[config.mk]
export PLATFORM = sky130hd
export DESIGN_NAME = piso_serializer
export DESIGN_NICKNAME = d
export VERILOG_FILES = /design/src/rtl/serdes_pkg.sv /design/src/rtl/piso_serializer.sv
export SDC_FILE = /design/constraint.sdc
export NUM_CORES = 1
export LEC_CHECK = 0
export BUFFER_PORTS_ARGS = -buffer_cell sky130_fd_sc_hd__buf_2
export CAP_MARGIN = 20
export CORE_AREA = 2 2 39 41
export CTS_CLUSTER_DIAMETER = 40
export DETAILED_ROUTE_END_ITERATION = 10
export DIE_AREA = 0 0 41 43
export GPL_TIMING_DRIVEN = 0
export MAX_ROUTING_LAYER = met4
export PLACE_DENSITY = 0.61
export SYNTH_ARGS = -nofsm -noshare
export SYNTH_HDL_FRONTEND = slang
export SYNTH_SLANG_ARGS = --single-unit
[constraint.sdc]
create_clock -name clk -period 1.5 [get_ports clk]
set_clock_uncertainty 0.1 [all_clocks]
set_input_delay 0.225 -clock clk [delete_from_list [all_inputs] [get_ports clk]]
set_output_delay 0.225 -clock clk [all_outputs]
set_load 0.01 [all_outputs]
[src/rtl/serdes_pkg.sv]
// Shared definitions for the piso/sipo serializer pair: FSM state encoding and
// the default word width that both ends of the link agree on.
package serdes_pkg;

  localparam int SERDES_WIDTH = 4;

  typedef enum logic {
    ST_IDLE  = 1'b0,
    ST_SHIFT = 1'b1
  } serdes_state_e;

endpackage : serdes_pkg

[src/rtl/piso_serializer.sv]
// Parallel-in/serial-out stage: takes a word over valid/ready and shifts it out
// one bit per en tick, with so_valid/so_last framing and back-to-back reloads.
module piso_serializer
  import serdes_pkg::*;
#(
  parameter int WIDTH     = SERDES_WIDTH,
  parameter bit MSB_FIRST = 1'b1
) (
  input  logic             clk,
  input  logic             rst,
  input  logic             en,
  input  logic [WIDTH-1:0] in_data,
  input  logic             in_valid,
  output logic             in_ready,
  output logic             so,
  output logic             so_valid,
  output logic             so_last,
  output logic             busy
);

  localparam int CNT_W = $clog2(WIDTH);
  localparam logic [CNT_W-1:0] LAST_CNT = CNT_W'(WIDTH - 1);

  serdes_state_e    state;
  logic [WIDTH-1:0] sreg;
  logic [WIDTH-1:0] sreg_shifted;
  logic [CNT_W-1:0] bit_cnt;
  logic             accept;

  // The output end of the shift register is the serial pin itself, so so is a
  // flop output; the register is cleared whenever the frame ends to force so=0.
  assign so = MSB_FIRST ? sreg[WIDTH-1] : sreg[0];

  assign in_ready = (state == ST_IDLE) | ((state == ST_SHIFT) & so_last & en);
  assign accept   = in_valid & in_ready;
  assign busy     = (state == ST_SHIFT);

  always_comb begin
    sreg_shifted = MSB_FIRST ? {sreg[WIDTH-2:0], 1'b0} : {1'b0, sreg[WIDTH-1:1]};
  end

  // NOTE: asynchronous reset in the sensitivity list, and <= for every state
  // register so all flops update from pre-edge values regardless of order.
  always_ff @(posedge clk or negedge rst) begin
    if (!rst) begin
      state    <= ST_IDLE;
      sreg     <= '0;
      bit_cnt  <= '0;
      so_valid <= 1'b0;
      so_last  <= 1'b0;
    end else begin
      unique case (state)
        ST_IDLE: begin
          if (accept) begin
            state    <= ST_SHIFT;
            sreg     <= in_data;
            bit_cnt  <= '0;
            so_valid <= 1'b1;
            so_last  <= 1'b0;
          end
        end
        ST_SHIFT: begin
          if (en) begin
            if (bit_cnt != LAST_CNT) begin
              bit_cnt <= bit_cnt + 1'b1;
              sreg    <= sreg_shifted;
              so_last <= ((bit_cnt + 1'b1) == LAST_CNT);
            end else if (accept) begin
              // Reload in the last-bit cycle: next frame starts with no gap.
              sreg     <= in_data;
              bit_cnt  <= '0;
              so_valid <= 1'b1;
              so_last  <= 1'b0;
            end else begin
              state    <= ST_IDLE;
              sreg     <= '0;
              bit_cnt  <= '0;
              so_valid <= 1'b0;
              so_last  <= 1'b0;
            end
          end
        end
        default: begin
          state <= ST_IDLE;
        end
      endcase
    end
  end

endmodule : piso_serializer
# == Word-level counts from Yosys, hierarchy flattened ==
# Index checks and enable logic that the tools add are counted.
# word_totals
ff_bits,9
input_bits,8
out_inout_bits,5
wordCells,39
# classes
addsub,1
n_eq_ne,5
n_mux,21
n_bitwise,5
reduce_logical,2
# ops
op,n
two-way mux 4 bit,4
two-way mux 1 bit,9
inequality test 2 bit (second input constant),4
one-hot mux 4 bit (2 select lines),1
two-way mux 2 bit,3
one-hot mux 1 bit (2 select lines),3
one-hot mux 2 bit (2 select lines),1
AND 1 bit,3
AND reduction 3 bit,1
adder 2 x 1 -> 2 bit (second input constant),1
== test 2 bit (second input constant),1
AND reduction 2 bit,1
NOT 1 bit,1
bitwise OR 1 bit,1

# == Depth between registers and ports, before layout ==
# logic_depth
ltp_word,8
mapped_depth,5
mapped_depth_nobuf,5

# == Worst setup path after synthesis ==
# Ideal clock, no wire load.
# synth_path
kind,reg-to-reg
start,reg bit_cnt[0]
end,reg bit_cnt[0]
setup_ns,0.064
arrival_ns,1.174
slack_ns,0.162
stages_incl_launch_ff,5
n_path_buf,0
synth_period_minus_slack_ns,1.338
cell_sequence,dfrtp_1 -> ha_1 -> or3b_1 -> o21ai_1 -> a22o_2
# synth_between
elab_chain_cells,4
# synth_lines
item,line_no,source
start: declaration,piso_serializer.sv:27,logic [CNT_W-1:0] bit_cnt;
start signal: assignment,piso_serializer.sv:65,bit_cnt <= bit_cnt + 1'b1;
adder 2 x 1 -> 2 bit or inequality test 2 bit (tied branches),"piso_serializer.sv:65, piso_serializer.sv:64",
two-way mux 2 bit *,piso_serializer.sv:64,if (bit_cnt != LAST_CNT) begin
two-way mux 2 bit *,piso_serializer.sv:63,if (en) begin
one-hot mux 2 bit (2 select lines) *,piso_serializer.sv:52,unique case (state)
# Mark *: on every way between the ends. The rest lies on a longest branch, timed or not. The select of a mux whose other input is x is not followed.
# A chain may end at the register's enable or synchronous reset.

# == Final worst setup path ==
# Ends and elaborated chain as after synthesis.

==> impl_metrics.tcl <==
set metrics [dict create \
    antenna_found_initial 0 \
    rr_endpoint "bit_cnt[0]" \
    outcome "complete, no violations" \
    synthTopCellsByArea "dfrtp_1, nand2_1, o21ai_0, ha_1, mux2i_1" \
    min_to "so_last" \
    tightest_slew_ps 229.8 \
    hold_viol_final 0 \
    critPathArrivalTime_ps 1510 \
    wirelength_um 977 \
    dr.pass1.iters 4 \
    finalCriticalPeriod_ps 1408 \
    cp_max_fo 4 \
    syn_area_um2 485.5 \
    grt_usage_pct 12.66 \
    fin_nets 80 \
    die_area_um2 1763 \
    fill_cells 153 \
    cts_sinks 9 \
    drive_above_1_share_pct 27.54 \
    die_h_um 43 \
    core_area_um2 1384 \
    drv_slew 0 \
    clock_latency_ps 260 \
    cts_root_buf "clkbuf_4" \
    setup_violations 0 \
    antenna_cells 0 \
    relSlewSlack_pct 84.66 \
    finalSetupTns_ps 0 \
    ys_ff_latch 9 \
    synthDistinctLibCells 19 \
    clk_pin_slew_worst_paths_ps 70 \
    startpoint_type "flip-flop" \
    use_met2_pct 15.94 \
    drt-initial-drc-count 8 \
    grt_pass1_wl_mm 1.449 \
    synth_seq_area_share_pct 46.39 \
    crit_chain "ha_1 -> or3b_1 -> o21ai_1 -> a22o_2" \
    start_util_pct 35.08 \
    slowest_stage "dfrtp_1" \
    grt_start_max_net_pins 10 \
    endpoint_kind "flip-flop" \
    r2r_setup_slack_ps 90 \
    area_growth_pct 22.94 \
    max_stage_delay_ps 410 \
    rows 14 \
    min-delay-start "in_valid" \
    final_util_pct 43.13 \
    avgSynthCellArea_um2 9.160 \
    max_freq_mhz 710.2 \
    seqCellArea_um2 225.2 \
    vias 416 \
    dp_slack_ps 96.78 \
    p_leak_nw 0.2952 \
    yosysWarnings 0 \
    required_ps 1600 \
    power_mw 1.057 \
    routed_via_density 4.894 \
    busiest_layer "met1" \
    gp_congestion 0.7081 \
    synth.top_cell.area_share_pct 46.39 \
    grt_pass1_vias 331 \
    whs_ps 111.9 \
    hpwl_um 688 \
    htree_levels 1 \
    holdPathStages 2 \
    hold_path.class "input port to flip-flop" \
    finalCritPeriodShare_pct 93.87 \
    fin_ws_ps 91.94 \
    wl_per_cell_um 11.49 \
    overflow 0 \
    clockBufferDepth 2 \
    cts_tree "built" \
    rr_worst_depth 4 \
    num_io_pins 13 \
    grtUsageMet3_pct 3.141 \
    cts-buffers-inserted 3 \
    yosysTopAreaCell "dfrtp_1" \
    use_met1_pct 17.49 \
    syn_inst 53 \
    ir_drop_mv 0.7525 \
    worstSetupPathType "flip-flop to flip-flop" \
    maxCapViolCount 0 \
    portBuffers 11 \
    multi_input_area_um2 229.0 \
    worstReg2RegStart "bit_cnt[0]" \
    cts_resized 0 \
    drc_errors 0 \
    rsz0062_at_grt "false" \
    syn_nets 63 \
    die_width_um 41 \
    ant_nets 0 \
    power_density_nw_per_um2 1771 \
]
-- power breakdown --
part           switching [mW]  total, mW  internal [mW]
Combinational           0.234      0.431          0.197
Sequential             0.0828      0.432          0.350
Clock                  0.0912      0.194          0.103
-- flip-flops by register name (all words and copies together), names as in the netlist --
register / cells
so_valid: 1
busy: 1
bit_cnt: 2
sreg: 4
so_last: 1
-- layout make-up --
class / instances / share of cell area (%)
sequential: 9 / 37.74
multi-input combinational: 38 / 38.36
inverter: 4 / 2.516
tap: 16 / 3.354
clock buffer: 4 / 4.403
timing repair buffer: 12 / 10.90
buffer: 2 / 2.725
-- Yosys cell counts --
master	count
dfrtp_1	9
buf_2	1
and4_2	1
o22ai_1	1
nor2b_1	1
buf_6	1
nand2_1	10
mux2_4	1
a31oi_1	3
o211ai_1	1
o21ai_1	2
mux2i_1	2
inv_1	4
ha_1	2
a21oi_1	1
nor2_1	5
a22o_2	1
or3b_1	1
o21ai_0	6
-- how the worst max path moves through the flow --
stage / from / endpoint / slack [ps] / cells after the start
5_1_grt: bit_cnt[0] / bit_cnt[0] / 20 / 4
4_1_cts: bit_cnt[0] / bit_cnt[0] / 80 / 4
6_report: bit_cnt[0] / bit_cnt[0] / 90 / 4
3_5_place_dp: bit_cnt[0] / bit_cnt[0] / 100 / 4
2_1_floorplan: bit_cnt[0] / bit_cnt[0] / 160 / 4
3_3_place_gp: bit_cnt[0] / bit_cnt[0] / 110 / 4
-- kinds of logic (layout without fill, tap and decap cells) --
logic type	after synthesis	count (layout)	synth area share, %
compound gates	15	15	18.04
mux	3	3	7.216
flops	9	9	46.39
fa+ha+maj	2	2	5.154
buf+inv	6	22	6.441
simple gates	18	18	16.76
-- per-stage QoR --
stage / cells / area [um2]
6_report: 85 / 596.8
5_1_grt: 85 / 596.8
4_1_cts: 85 / 596.8
3_5_place_dp: 80 / 560.5
3_3_place_gp: 80 / 560.5
2_1_floorplan: 53 / 485.5
-- cells in the final DEF (no fill, tap or decap) --
cell	instances
ha_1	2
nand2_1	10
dlygate4sd3_1	1
clkbuf_1	1
and4_2	1
mux2_4	1
o211ai_1	1
a22o_2	1
buf_6	1
clkbuf_4	3
inv_1	4
buf_2	12
o22ai_1	1
mux2i_1	2
a21oi_1	1
dfrtp_1	9
o21ai_1	2
nor2_1	5
o21ai_0	6
or3b_1	1
a31oi_1	3
nor2b_1	1
-- routing by layer --
layer | share of wire [%] | wire, um | up-vias
li1 | - | - | 214
met1 | 49 | 478 | 191
met2 | 43 | 421 | 11
met3 | 7.9 | 77 | 0
met4 | 0 | 0 | 0
met5 | 0 | 0 | -
-- critical path: cells and delay by family, from the launching register on --
kind	cells	cell delay, ps
flip-flops	1	410
adder cells (fa/ha/maj)	1	250
AND/OR/NAND/NOR	1	370
AO/OA/AOI/OAI	2	220
-- repair_timing --
item | 4_1_cts | 5_1_grt
setup buffers | 0 | 0
endpoints found under the hold margin | 9 | 0
hold buffers | 1 | 0
(Power assumes the default switching activity.)
